--- config.mk ---
export PLATFORM = sky130hd
export DESIGN_NAME = tick_generator
export DESIGN_NICKNAME = d
export VERILOG_FILES = /design/src/rtl/tick_generator.sv
export SDC_FILE = /design/constraint.sdc
export NUM_CORES = 1
export LEC_CHECK = 0
export CAP_MARGIN = 20
export CORE_MARGIN = 2
export CORE_UTILIZATION = 35
export CTS_BUF_LIST = sky130_fd_sc_hd__clkbuf_4 sky130_fd_sc_hd__clkbuf_8
export CTS_CLUSTER_SIZE = 10
export DETAILED_ROUTE_END_ITERATION = 10
export MAX_ROUTING_LAYER = met4
export PLACE_DENSITY = 0.65
export SLEW_MARGIN = 25
export SYNTH_ARGS = -nofsm -noshare
export SYNTH_HDL_FRONTEND = slang
export SYNTH_SLANG_ARGS = --single-unit
--- constraint.sdc ---
create_clock -name sysclk -period 2.67 [get_ports sysclk]
set_input_delay 0.4005 -clock sysclk [delete_from_list [all_inputs] [get_ports sysclk]]
set_output_delay 0.4005 -clock sysclk [all_outputs]
set_load 0.03 [all_outputs]
--- src/rtl/tick_generator.sv ---
// tick_generator: programmable periodic / one-shot tick source.
// Optional square-wave output mode is built when TICK_GEN_SQUARE_EN is defined;
// without it, control bit[2] is ignored and reads back 0.
module tick_generator #(
  parameter int WIDTH = 16
) (
  input  logic             sysclk,
  input  logic             sysreset_n,
  input  logic [WIDTH-1:0] data_in,
  input  logic             period_load,
  output logic [WIDTH-1:0] period_data_out,
  input  logic             control_load,
  output logic [WIDTH-1:0] status_data_out,
  output logic             tick_out
);

  typedef enum logic {
    IDLE = 1'b0,
    RUN  = 1'b1
  } state_t;

  localparam logic [WIDTH-1:0] ONE = WIDTH'(1);

  state_t           state;
  logic [WIDTH-1:0] period_q;
  logic [WIDTH-1:0] period_next;
  logic [WIDTH-1:0] cnt;
  logic             oneshot_q;
  logic             square_q;
  logic             fired_q;
  logic             running;

  // A restart uses the period written on the same edge, if any.
  always_comb begin
    period_next = period_q;
    if (period_load) begin
      period_next = data_in;
    end
  end

  always_ff @(posedge sysclk or negedge sysreset_n) begin
    if (!sysreset_n) begin
      period_q <= '0;
    end else if (period_load) begin
      period_q <= data_in;
    end
  end

`ifdef TICK_GEN_SQUARE_EN
  always_ff @(posedge sysclk or negedge sysreset_n) begin
    if (!sysreset_n) begin
      square_q <= 1'b0;
    end else if (control_load) begin
      square_q <= data_in[2];
    end
  end
`else
  assign square_q = 1'b0;
`endif

  // Reload uses the registered period, so a period write only affects the
  // next interval and never the one currently counting.
  always_ff @(posedge sysclk or negedge sysreset_n) begin
    if (!sysreset_n) begin
      state     <= IDLE;
      cnt       <= '0;
      tick_out  <= 1'b0;
      fired_q   <= 1'b0;
      oneshot_q <= 1'b0;
    end else if (control_load) begin
      oneshot_q <= data_in[1];
      fired_q   <= 1'b0;
      tick_out  <= 1'b0;
      if (data_in[0] && (period_next != '0)) begin
        state <= RUN;
        cnt   <= period_next - ONE;
      end else begin
        state <= IDLE;
        cnt   <= '0;
      end
    end else begin
      case (state)
        RUN: begin
          if (cnt == '0) begin
            fired_q  <= 1'b1;
            tick_out <= square_q ? ~tick_out : 1'b1;
            if (oneshot_q || (period_q == '0)) begin
              state <= IDLE;
              cnt   <= '0;
            end else begin
              cnt <= period_q - ONE;
            end
          end else begin
            cnt <= cnt - ONE;
            if (!square_q) begin
              tick_out <= 1'b0;
            end
          end
        end
        default: begin
          cnt      <= '0;
          tick_out <= 1'b0;
        end
      endcase
    end
  end

  assign running         = (state == RUN);
  assign period_data_out = period_q;
  assign status_data_out = {{(WIDTH-4){1'b0}}, fired_q, square_q, oneshot_q, running};

endmodule

Word-level counts from Yosys, hierarchy flattened --
Index checks and enable logic that the tools add are counted.
Operators by class: reduce and logical (&&, ||, !) cells 8, add/sub/neg operators 3, mux-type cells 17
Operators with widths (number):
- $mux W16 | 6
- $sub A16 B1 Y16 const B | 3
- $logic_not A16 Y1 | 2
- $reduce_bool A16 Y1 | 1
- $mux W1 | 11
- $reduce_bool A2 Y1 | 2
- $reduce_and A2 Y1 | 1
- $logic_and A1 B1 Y1 | 1
- $logic_or A1 B1 Y1 | 1
Storage, ports and cells: word-level logic and storage cells 34, bits in registers 36, output and inout port bits 33

Longest topological paths before layout --
Gate-level depths: netlist of run 1.
word-level depth 6, depth in mapped cells 11, depth with buffers taken out 8

Worst setup path before layout of run 1 --
No wires, ideal clock.
path type input port to flip-flop, start input port period_load, end register cnt[12], library setup time 0.126 ns, stages 11, path buffers 3, data required time 2.544 ns, arrival 2.443 ns, slack 0.101 ns, cell sequence buf_2 buf_2 buf_2 nand2_1 a21boi_0 ha_1 o211ai_1 nor4_1 xnor2_1 nor2_1 a311o_1
Between the ends: cells in the longest elaborated chain, start to end 5, elaborated cells on any way between the ends 6, classes of those cells 1 x add/sub; 3 x mux; 2 x reduce/logical
Ends and longest elaborated chain:
- start: declaration | RTL line 10 | input logic period_load,
- $mux W16 (*)
- branches (longest 2 deep; another with $sub A16 B1 Y16)
- $mux W16 (*) | RTL line 74 | if (data_in[0] && (period_next != '0)) begin
- $mux W16 (*) | RTL line 70 | end else if (control_load) begin
- end signal: assignment | RTL line 76 | cnt <= period_next - ONE;
- end signal: assignment | RTL line 91 | cnt <= period_q - ONE;
- end signal: assignment | RTL line 94 | cnt <= cnt - ONE;
- end: declaration | RTL line 27 | logic [WIDTH-1:0] cnt;
Mark *: on every way between the ends. A chain may end at the register's enable or synchronous reset.

Worst setup path in the final report of run 1 --
start register cnt[3], end register cnt[11]
Between the ends: cells in the longest elaborated chain, start to end 4, elaborated cells on any way between the ends 5, classes of those cells 1 x add/sub; 3 x mux; 1 x reduce/logical
Ends and longest elaborated chain:
- $sub A16 B1 Y16 / $logic_not A16 Y1 (equally long branches) | RTL line 94, 84
- $mux W16 (*) | RTL line 84 | if (cnt == '0) begin
- $mux W16 (*) | RTL line 82 | case (state)
- $mux W16 (*) | RTL line 70
Mark *: on every way between the ends. The rest lies on a longest branch, timed or not.

==> results summary, run 1 <==
The clock skew after layout came out at 0.00726 ns. The slowest stage of the critical path is the sky130_fd_sc_hd__dfrtp_1 cell. The final hold violation count came out at 0. The type of element capturing the critical path is a flip-flop. In the routed design, unresolved DRC markers number 0. The layout net count is roughly 360. The critical path is of the reg2reg type. The required time of the critical path came out at approximately 2.8 ns. Hold repair after CTS inserted 0 buffers.

0 antenna diodes ended up in the layout. The clock tree from TritonCTS is yes. The number of antenna-violating nets in the routed design is 0. The path class of the lowest-slack min-delay path is in2async. The HPWL after detailed placement came out at 5280 µm.

The row count is 31. The vertical die dimension is approximately 90 µm. The netlist uses 52 different library cells. The total area of multi-input combinational cells came out at between 1500 and 2000 µm².

The kind of cell with the highest combined delay on the critical path is simple AND/OR/NAND/NOR gates. The final count of pins violating max slew came out at 0. In the layout the commonest cells are 38 x sky130_fd_sc_hd__clkdlybuf4s50_1, 36 x sky130_fd_sc_hd__dfrtp_1, 25 x sky130_fd_sc_hd__nand2_1, 24 x sky130_fd_sc_hd__nor2_1, 21 x sky130_fd_sc_hd__xnor2_1.

The post-CTS repair timing setup buffer count came out at 0. The total wire length came out at approximately 6700 µm. The most used flip-flop cell after synthesis is sky130_fd_sc_hd__dfrtp_1. The number of H-tree levels is 2. The first-iteration detailed-routing DRC count is 131. For this run, the slowest stage of the critical path takes between 0.4 and 0.5 ns. Setup violations remaining at the end of the flow were counted as 0. The number of standard cells in the layout, taps in and fillers out is 439.

The number of buffers created by CTS is 5. The mapped netlist covers roughly 2600 µm². The overall die width came out at 90.3 µm. The clock root buffer is sky130_fd_sc_hd__clkbuf_8. Setup repair after global routing left no endpoint under its margin. After global routing the overflow that remains totals 0.

The reported max-cap violation count is 0. The maximum number of pins on one net before global-route repair is 37. The async set or reset register ratio after synthesis is 100%. In the final routed layout, each cell accounts on average for between 15 and 20 µm. The die covers roughly 8000 µm². The combined global-route utilization of all metal layers came out at between 10% and 20%. Leaving out fill and tap cells, the most frequent cell in the layout is sky130_fd_sc_hd__clkdlybuf4s50_1. The maximum count of clock buffers along a single path is 2. The post-synthesis sequential element count is 36. The number of flops mapped to enable cells by yosys came out at 0.

Summed over all cells, the static leakage comes to around 1.3 nW. The highest net fanout along the worst path is 6. The count of fill cells added during filler insertion came out at 694. The top achievable clock speed came out at 410 MHz. Sequential elements use 34.6% of the synthesized area.

The critical path arrival came out at 2.61 ns. The placed instance count came out at 431. The via count came out at ~2300. The mean instance size in the synthesized netlist came out at ~9.1 µm². The global placement routability congestion came out at between 0.8 and 0.9. The post-detailed-route via-to-cell ratio is 5.20. The maximum VDD drop came out at 0.319 mV. The number of global-route vias before repair is 2255. The wire length of the first global-routing pass is 11100 µm. The portion of the clock cycle consumed by the worst path in the final layout came out at 91.4%.

The area occupied by registers came out at 901 µm². The core area came out at 7210 µm². The measured slew at the worst slew-check pin came out at between 0.8 and 0.9 ns. The clock insertion delay at the later pin of the skew report came out at 0.29 ns.

The number of antenna violations at the first check in global routing came out at 0. In this run the tightest slew margin relative to its limit is 45.8%. The run finished with clean final reports. The share of layout cells above drive strength 1 is 14.7%. The number of buffer and inverter stages on the critical path came out at 0.

The Yosys step of the flow raised 0 warnings. The number of gates given a new drive strength after cts came out at 0. The worst path in the final design needs a cycle of ~2.4 ns, including I/O delays and setup. The boundary pin count is 53.

The count of TritonRoute iterations in the first routing pass is 4. The effective utilization at floorplan came out at 36.1%. The number of sinks driven by the clock tree came out at 36. The signal on the critical path passes through nor4_1, nand3b_1, or2_2, or3_1, xnor2_1, a221o_1. The post-synthesis cell count is ~290. From synthesis to final layout, the design area changed by 23.7%. The count of port buffers added during placement came out at 39. The clock-pin slew reported for the worst setup and hold paths after clock tree synthesis is 0.07 ns. The type of origin of the critical path is a flip-flop. The areal power density over the cells is 557 nW/µm². The worst hold slack across all endpoints is slightly above 0.2 ns.
==> stage by stage <==
stage / area [µm²] / util (%) / TNS (ns) / setup slack [ns] / total power [mW]
floorplan: 2650 / - / 0 / 0.101 / 1.16
global placement: 3120 / 43.3 / 0 / 0.0148 / 1.37
detailed placement: 3120 / 43.3 / -0.174 / -0.0697 / 1.38
CTS: 3220 / 44.7 / 0 / 0.223 / 1.80
global route: 3220 / 44.7 / 0 / 0.0130 / 1.89
finish: 3220 / 44.7 / 0 / 0.229 / 1.80
==> routing by layer <==
| layer | up-vias | global-route usage (%) | wire length, µm |
|---|---|---|---|
| met4 | 0 | 6.67 | 169 |
| li1 | 1110 | - | - |
| met3 | 13 | 2.59 | 303 |
| met2 | 72 | 26.8 | 3100 |
| met1 | 1088 | 22.8 | 3120 |
| met5 | - | - | 0 |
==> path summary, 6_finish.rpt <==
check | startpoint | endpoint | slack (ns) | depth (start not counted)
setup / recovery | cnt[3] | cnt[11] | 0.23 | 6
hold / removal | sysreset_n | cnt[10] | 0.21 | 1
setup reg to reg | cnt[3] | cnt[11] | 0.23 | 6
hold reg to reg | fired_q | fired_q | 0.53 | 2
max in group asynchronous | sysreset_n | period_data_out[4] | 1.95 | 1
min in group sysclk | fired_q | fired_q | 0.53 | 2
==> synthesized netlist by cell type, types with 2 or more instances <==
cell type | instances | area, µm²
sky130_fd_sc_hd__nor4_1 | 8 | 50.1
sky130_fd_sc_hd__a21boi_0 | 3 | 22.5
sky130_fd_sc_hd__dfrtp_1 | 36 | 901
sky130_fd_sc_hd__nor3b_1 | 3 | 22.5
sky130_fd_sc_hd__o21ai_0 | 4 | 20.0
sky130_fd_sc_hd__ha_1 | 5 | 62.6
sky130_fd_sc_hd__mux2_2 | 13 | 146
sky130_fd_sc_hd__and3_1 | 2 | 12.5
sky130_fd_sc_hd__nor2b_1 | 3 | 18.8
sky130_fd_sc_hd__a21oi_1 | 11 | 55.1
sky130_fd_sc_hd__xnor2_1 | 21 | 184
sky130_fd_sc_hd__inv_1 | 12 | 45.0
sky130_fd_sc_hd__nor4b_1 | 3 | 26.3
sky130_fd_sc_hd__clkbuf_8 | 2 | 27.5
sky130_fd_sc_hd__mux2i_1 | 4 | 40.0
sky130_fd_sc_hd__or4_1 | 3 | 22.5
sky130_fd_sc_hd__nor3_1 | 17 | 85.1
sky130_fd_sc_hd__buf_2 | 3 | 15.0
sky130_fd_sc_hd__nand3_1 | 2 | 10.0
sky130_fd_sc_hd__o31ai_1 | 2 | 15.0
sky130_fd_sc_hd__buf_4 | 17 | 128
sky130_fd_sc_hd__nor2_1 | 24 | 90.1
sky130_fd_sc_hd__clkbuf_1 | 2 | 7.51
sky130_fd_sc_hd__o21ai_1 | 3 | 15.0
sky130_fd_sc_hd__o22ai_1 | 11 | 68.8
sky130_fd_sc_hd__a31o_2 | 2 | 17.5
sky130_fd_sc_hd__or3_1 | 4 | 25.0
sky130_fd_sc_hd__nand2_1 | 25 | 93.8
sky130_fd_sc_hd__a22oi_1 | 3 | 22.5
sky130_fd_sc_hd__o211ai_1 | 2 | 15.0
sky130_fd_sc_hd__xor2_1 | 15 | 131
==> cell type report <==
type | count | area share (%)
inverter | 12 | 1.40
clock buffer | 8 | 3.03
tap | 99 | 3.84
multi-input combinational | 226 | 47.4
timing repair buffer | 58 | 16.4
sequential | 36 | 28.0
==> report_power, final <==
| group | switching (mW) | internal (mW) |
|---|---|---|
| sequential | 0.0913 | 0.607 |
| clock | 0.188 | 0.231 |
| combinational | 0.374 | 0.305 |
| total | 0.654 | 1.14 |
==> logic make-up (layout without fill, tap and decap cells) <==
logic type | count (synthesis) | in the layout | share of synthesized area [%]
other | 1 | 13 | 0.144
muxes | 17 | 17 | 7.16
adders and majority gates | 5 | 5 | 2.40
AOI/OAI and AO/OA | 52 | 52 | 14.2
xor gates and xnor gates | 36 | 36 | 12.1
and+or+nand+nor | 103 | 103 | 20.9
DFF | 36 | 36 | 34.6
buffers and inverters | 36 | 78 | 8.55
==> flip-flops by register name (all words and copies together), names as in the netlist <==
signal	count
oneshot_q	1
running	1
tick_out	1
period_data_out	16
fired_q	1
cnt	16
Power figures use the tool's default switching activity.
==> run 2: changes to the inputs <==
SETUP_SLACK_MARGIN = 0.4   (was unset)
==> run 2 against run 1 <==
Global-route usage increased by 0.53 points. Critical path depth unchanged. Largest power group is now combinational cells. Combinational power increased by 7.1%. Non-clock buffer count decreased by 2. First-iteration DRC count decreased by 21%. Clock power about the same. Clock-buffer cell count unchanged. Worst setup slack improved by 0.23 ns. Register-to-register slack improved by 0.23 ns. Total power increased by 3.0%. Fmax increased by 10%. Die area unchanged.
==> results summary, run 2 (synthesized netlist as in run 1, its figures left out) <==
The run finished with clean final reports. The H-tree was split into 2 levels. Before CTS, the worst setup slack after placement is 0.0693 ns. The area overhead of the layout relative to synthesis came out at 28.2%. The HPWL after detailed placement is between 5000 and 6000 µm. The tightest min-delay check is of the in2async type.

The total power after layout is 1.85 mW. The required time of the critical path is 2.88 ns. The number of sinks driven by the clock tree is 36.

Global routing finished with a remaining overflow of 0. The number of antenna-violating nets in the routed design is 0. Leaving out fill and tap cells, the most frequent cell in the layout is sky130_fd_sc_hd__clkdlybuf4s50_1. The reported max-cap violation count came out at 0. The flop-to-flop setup slack came out at 0.45 ns.

Timing would allow up to 451 MHz. The first element of the critical path is cnt[11]. Buffers inserted to repair hold after CTS numbered 0. The row count is 31. The die area came out at roughly 8100 µm². The leakage power came out at roughly 1.4 nW. In the layout the commonest cells are 36 x sky130_fd_sc_hd__clkdlybuf4s50_1, 35 x sky130_fd_sc_hd__dfrtp_1, 25 x sky130_fd_sc_hd__nand2_1, 24 x sky130_fd_sc_hd__nor2_1, 21 x sky130_fd_sc_hd__xnor2_1.

The number of cells on the critical path came out at 6. The final setup violation count is 0. The count of TritonRoute iterations in the first routing pass is 4.

The minimum period implied by the final worst setup slack came out at 2.22 ns. The count of unresolved DRC violations after routing came out at 0. The endpoint identified for the worst register-to-register timing path is cnt[15]. The clock skew after layout is 0.00678 ns. The first global-routing pass estimated 11300 µm of wire. The number of global-route vias before repair came out at 2271. The number of antenna violations at the first check in global routing is 0. The via count came out at roughly 2300. The floorplan step set the die height to around 90 µm.

The wire length per cell after detailed routing is 16.4 µm. The maximum VDD drop came out at roughly 0.23 mV. The portion of the clock cycle consumed by the worst path in the final layout is 83.0%.

At the pin with the least slew margin, the transition time is 0.890 ns. The final hold violation count came out at 0. The count of port buffers added during placement is 39. 53 I/O pins were placed.

TritonCTS built the clock tree. The startpoint identified for the worst register-to-register timing path is cnt[11]. The tightest slew margin relative to the limit came out at 40.7%.

Together, buffers and inverters on the worst path number 0. The type of the setup path with the least slack is reg2reg. After detailed routing, the total wire length is 7160 µm.

For the worst-skew pair, the clock arrives at the later sink with an insertion delay of 0.29 ns. The critical path goes through or4_4, or3_4, or4_4, a21oi_2, a21oi_1, o22ai_2. After clock tree synthesis, the clock-pin slew on the worst setup and hold paths is 0.07 ns. Across all setup checks in the final design, the least slack found is 0.455 ns. The highest net fanout along the worst path is 4. Of the cells placed in the final design, the portion with a size suffix greater than 1 is 20.6%. Routability-driven placement finished with a final weighted congestion of ~0.89. For this configuration, the core starts out at a cell density of 36.1%.

The maximum count of clock buffers along a single path is 2. The combined global-route utilization of all metal layers came out at about 18%. The overall die width came out at 90.3 µm. The post-detailed-route via-to-cell ratio came out at 5.26. The cell family contributing the most delay on the critical path is simple AND/OR/NAND/NOR gates. The first-iteration detailed-routing DRC count came out at 103. The clock root buffer is sky130_fd_sc_hd__clkbuf_8. The worst-path cell with the longest stage delay is sky130_fd_sc_hd__or4_4. The biggest cell delay along the critical path came out at 0.56 ns. The cell with the most instances on the worst path is sky130_fd_sc_hd__or4_4. After floorplanning, the core was sized to cover about 7000 µm². The worst setup path is launched from a flip-flop. 0 antenna diodes ended up in the layout. In the final design database the tool counted 363 nets. The final count of pins violating max slew came out at 0. The number of buffers created by CTS is 5.

The most critical setup path has its endpoint at cnt[15]. Setup total negative slack on the finished layout was measured at 0 ns. Entering global routing, the biggest net connects 37 pins. The worst register-to-register path has a depth of 6. The critical path arrival came out at about 2.4 ns. The areal power density over the cells is around 550 nW/µm². STA classifies the critical path endpoint as a flip-flop. Setup repair after global routing could not meet its margin everywhere.
run 2: cell count changes in the layout (fill, tap and decap cells not counted), sizes merged:
cell and change:
buf -3, clkdlybuf4s50 -2, dlymetal6s2s +2, nor2 +1
clkbuf +1
run 2: metal layers:
| layer | part of all wire (%) | GRT usage, % | vias up |
|---|---|---|---|
| met4 | 2.5 | 7.18 | 0 |
| met3 | 4.9 | 2.84 | 15 |
| met5 | 0 | - | - |
| met2 | 48 | 28.7 | 82 |
| met1 | 44 | 22.3 | 1106 |
| li1 | - | - | 1100 |
run 2: where the power goes:
group | switching (mW) | total, mW | internal, mW | leakage (nW)
Combinational | 0.400 | 0.727 | 0.328 | 0.867
Clock | 0.185 | 0.416 | 0.231 | 0.0523
Sequential | 0.0996 | 0.707 | 0.607 | 0.449
Total | 0.684 | 1.85 | 1.17 | 1.37
run 2: cell type report:
type	count	area [µm²]
flip-flops and latches	36	902
repair buffers	56	534
clock buffers	8	97.6
fillers	699	3870
inverters	12	45.0
multi-input cells	227	1640
well taps	99	124
run 2: metrics by stage:
stage	area, µm²	util (%)	cells	hold slack, ns
2_1_floorplan	2680	-	298	0.105
3_3_place_gp	3110	43.1	426	0.518
3_5_place_dp	3110	43.1	426	0.526
4_1_cts	3240	44.8	435	0.256
5_1_grt	3340	46.3	438	0.304
6_report	3340	46.3	438	0.225
run 2: worst min-delay path by stage:
stage,startpoint,end,slack (ns),cells after the start
finish,sysreset_n,period_data_out[2],0.22,1
global route,sysreset_n,period_data_out[5],0.30,1
CTS,sysreset_n,oneshot_q,0.26,1
detailed placement,fired_q,fired_q,0.53,2
global placement,fired_q,fired_q,0.52,2
floorplan,sysreset_n,cnt[0],0.10,0
run 2: worst reg2reg max path, cell delays in order, from the launching register on:
cell and delay, ns:
sky130_fd_sc_hd__dfrtp_1 0.39, sky130_fd_sc_hd__or4_4 0.56, sky130_fd_sc_hd__or3_4 0.35, sky130_fd_sc_hd__or4_4 0.49
sky130_fd_sc_hd__a21oi_2 0.15, sky130_fd_sc_hd__a21oi_1 0.06, sky130_fd_sc_hd__o22ai_2 0.14
run 2: repair_timing:
action | 4_1_cts | 5_1_grt
setup endpoints to repair | 9 | 15
hold endpoints to repair | 0 | 0
setup buffers | 1 | 2
resized for setup | 4 | 18
pin swaps | 1 | 5
cloned | 0 | 1
==> run 3: changes to the inputs <==
PLACE_DENSITY = 0.67   (was 0.65)
clock period = 2 ns   (was 2.67 ns; I/O delays follow)
==> run 3 against run 2 <==
The run now ends with negative setup slack left. Flip-flop and latch count is the same. Sequential power grew 28%. Global-route usage increased by 1.9 points. Hold slack gained 0.27 ns. Combinational power is 88% higher. Largest cell class unchanged. Core utilization increased by 10 points. Critical path depth grew 1.
==> results summary, run 3 (synthesized netlist as in run 1, its figures left out) <==
The flow ran to the end, but the final reports show violations. The final reports fail on negative setup slack. The leakage power came out at between 1.5 and 2 nW. The number of buffers created by CTS came out at 5. The utilization of the core after routing came out at 56.3%. The count of TritonRoute iterations in the first routing pass is 4. Setup repair after global routing could not meet its margin everywhere. The net switching power is ~1.1 mW. The minimum period implied by the final worst setup slack came out at about 2.1 ns. The tree is rooted in a sky130_fd_sc_hd__clkbuf_8.

CTS built an H-tree with a depth of 2. The areal power density over the cells came out at 779 nW/µm². The number of global-route vias before repair came out at 2520. The number of antenna violations at the first check in global routing is 0. The layout net count is 429.

The row count is 31. The maximum count of clock buffers along a single path came out at 2. The die area came out at 8150 µm².

The critical path arrival came out at ~2.3 ns. Using the TritonRoute via totals, the vias-per-cell ratio works out to 5.14. The wire length per cell after detailed routing is approximately 16 µm. The tool flagged a number of max-cap violations equal to 0. The core area came out at 7210 µm². Registers are responsible for between 20 and 30% of the overall power. The required time of the critical path came out at 2.17 ns. After detailed routing, the number of remaining DRC violations is 0.

The boundary pin count came out at 53. The number of antenna-violating nets in the routed design came out at 0. The switching power share of the total is 33.3%. The number of sinks driven by the clock tree is 36. The combinational fraction of design power came out at a little over two fifths.

The type of the setup path with the least slack is reg2reg. The path class of the lowest-slack min-delay path is in2async. The overall die width came out at 90.3 µm.

The critical path contains buffers and inverters numbering 2 combined. TritonCTS built the clock tree. The type of origin of the critical path is a flip-flop. The final count of pins violating max slew was 0. The kind of cell with the highest combined delay on the critical path is simple AND/OR/NAND/NOR gates. The worst path uses 106% of the clock period. The global placement routability congestion came out at 0.961.

The first global-routing pass estimated 12500 µm of wire. From bottom edge to top edge, the die measures roughly 90 µm. The first-iteration detailed-routing DRC count is 117. Cells with a size suffix above 1 make up between 30% and 40% of the layout.

The final hold violation count came to 0. The effective utilization at floorplan came out at roughly 36%. Leaving out fill and tap cells, the most frequent cell in the layout is sky130_fd_sc_hd__buf_4. The area overhead of the layout relative to synthesis came out at 55.8%.

The leftover overflow at the end of global routing is 0. After clock tree synthesis, the clock-pin slew on the worst setup and hold paths is 0.07 ns. In the layout the commonest cells are 68 x sky130_fd_sc_hd__buf_4, 32 x sky130_fd_sc_hd__dfrtp_1, 24 x sky130_fd_sc_hd__nand2_1, 21 x sky130_fd_sc_hd__nor2_1, 21 x sky130_fd_sc_hd__xnor2_1. The slowest stage of the critical path is the sky130_fd_sc_hd__or4_4 cell.

The total power after layout came out at 3.16 mW. The top achievable clock speed came out at 470 MHz. The highest net fanout along the worst path came out at 2. The maximum number of pins on one net before global-route repair is 20. The worst setup path is captured at a flip-flop.

The biggest cell delay along the critical path came out at 0.55 ns. The routed design has 8030 µm of wire. The combined global-route utilization of all metal layers is about 20%. The clock insertion delay at the later pin of the skew report is 0.29 ns. The clock skew after layout came out at 0.00246 ns. The final setup violation count is 16.

The setup slack after layout came out at -0.130 ns. The HPWL after detailed placement came out at roughly 6100 µm. The antenna diode instance count is 0.

Across the VDD grid, the largest voltage drop is roughly 0.46 mV. The count of buffers added on input and output ports is 39. The final route contains between 2000 and 3000 vias. The internal cell power came out at 2.11 mW. The share of power burned in the clock network came out at 28.2%. The signal on the critical path passes through or4_4, buf_6, buf_4, nor4_4, xnor2_1, nor3_1, a311o_1.
## run 3: power by group through the flow
stage / clock network (mW) / logic, mW / registers (mW)
detailed placement: 0 / 1.17 / 0.899
floorplan: 0 / 0.613 / 0.984
finish: 0.891 / 1.37 / 0.902
CTS: 0.904 / 1.24 / 0.888
global placement: 0 / 1.15 / 0.896
global route: 0.933 / 1.47 / 0.913
## run 3: layout make-up
cell class              instances  area (µm²)
fillers                       637        3160
well taps                      99         124
clock inverters                 3        90.1
repair buffers                123        1070
clock buffers                   5        68.8
multi-input cells             226        1750
inverters                      12        45.0
flip-flops and latches         36         906
## run 3: timing repair
action | 4_1_cts | 5_1_grt
gates resized for setup | 39 | 32
buffers inserted | 4 | 3
pin swaps | 11 | 13
setup endpoints to repair | 38 | 21
hold endpoints to repair | 18 | 0
cloned | 1 | 0
hold buffers | 1 | 0
## run 3: final timing paths
check                                 from                  to  slack [ns]  cells past startpoint
worst max-delay path                cnt[9]             cnt[12]       -0.13                      7
worst min-delay path            sysreset_n  period_data_out[3]        0.49                      2
worst max register to register      cnt[9]             cnt[12]       -0.13                      7
worst min register to register     fired_q             fired_q        0.56                      2
max in group asynchronous       sysreset_n              cnt[8]        0.90                      3
min in group sysclk                fired_q             fired_q        0.56                      2
## run 3: per-stage QoR
| step | hold WS [ns] | std cells | setup WS, ns | area, µm² | setup TNS (ns) |
|---|---|---|---|---|---|
| finish | 0.495 | 504 | -0.130 | 4060 | -1.16 |
| global route | 0.541 | 504 | -0.200 | 4060 | -2.54 |
| CTS | 0.511 | 501 | -0.0934 | 3910 | -0.675 |
| detailed placement | 0.281 | 487 | -0.492 | 3640 | -6.24 |
| global placement | 0.279 | 487 | -0.435 | 3640 | -5.39 |
| floorplan | 0.00441 | 298 | -0.215 | 2760 | -0.651 |
## run 3: metal layers
metal  global-route usage [%]  share of wire (%)
met5                        -                  0
met4                     7.44                3.1
met3                     2.75                3.7
met2                     33.0                 51
met1                     24.2                 42
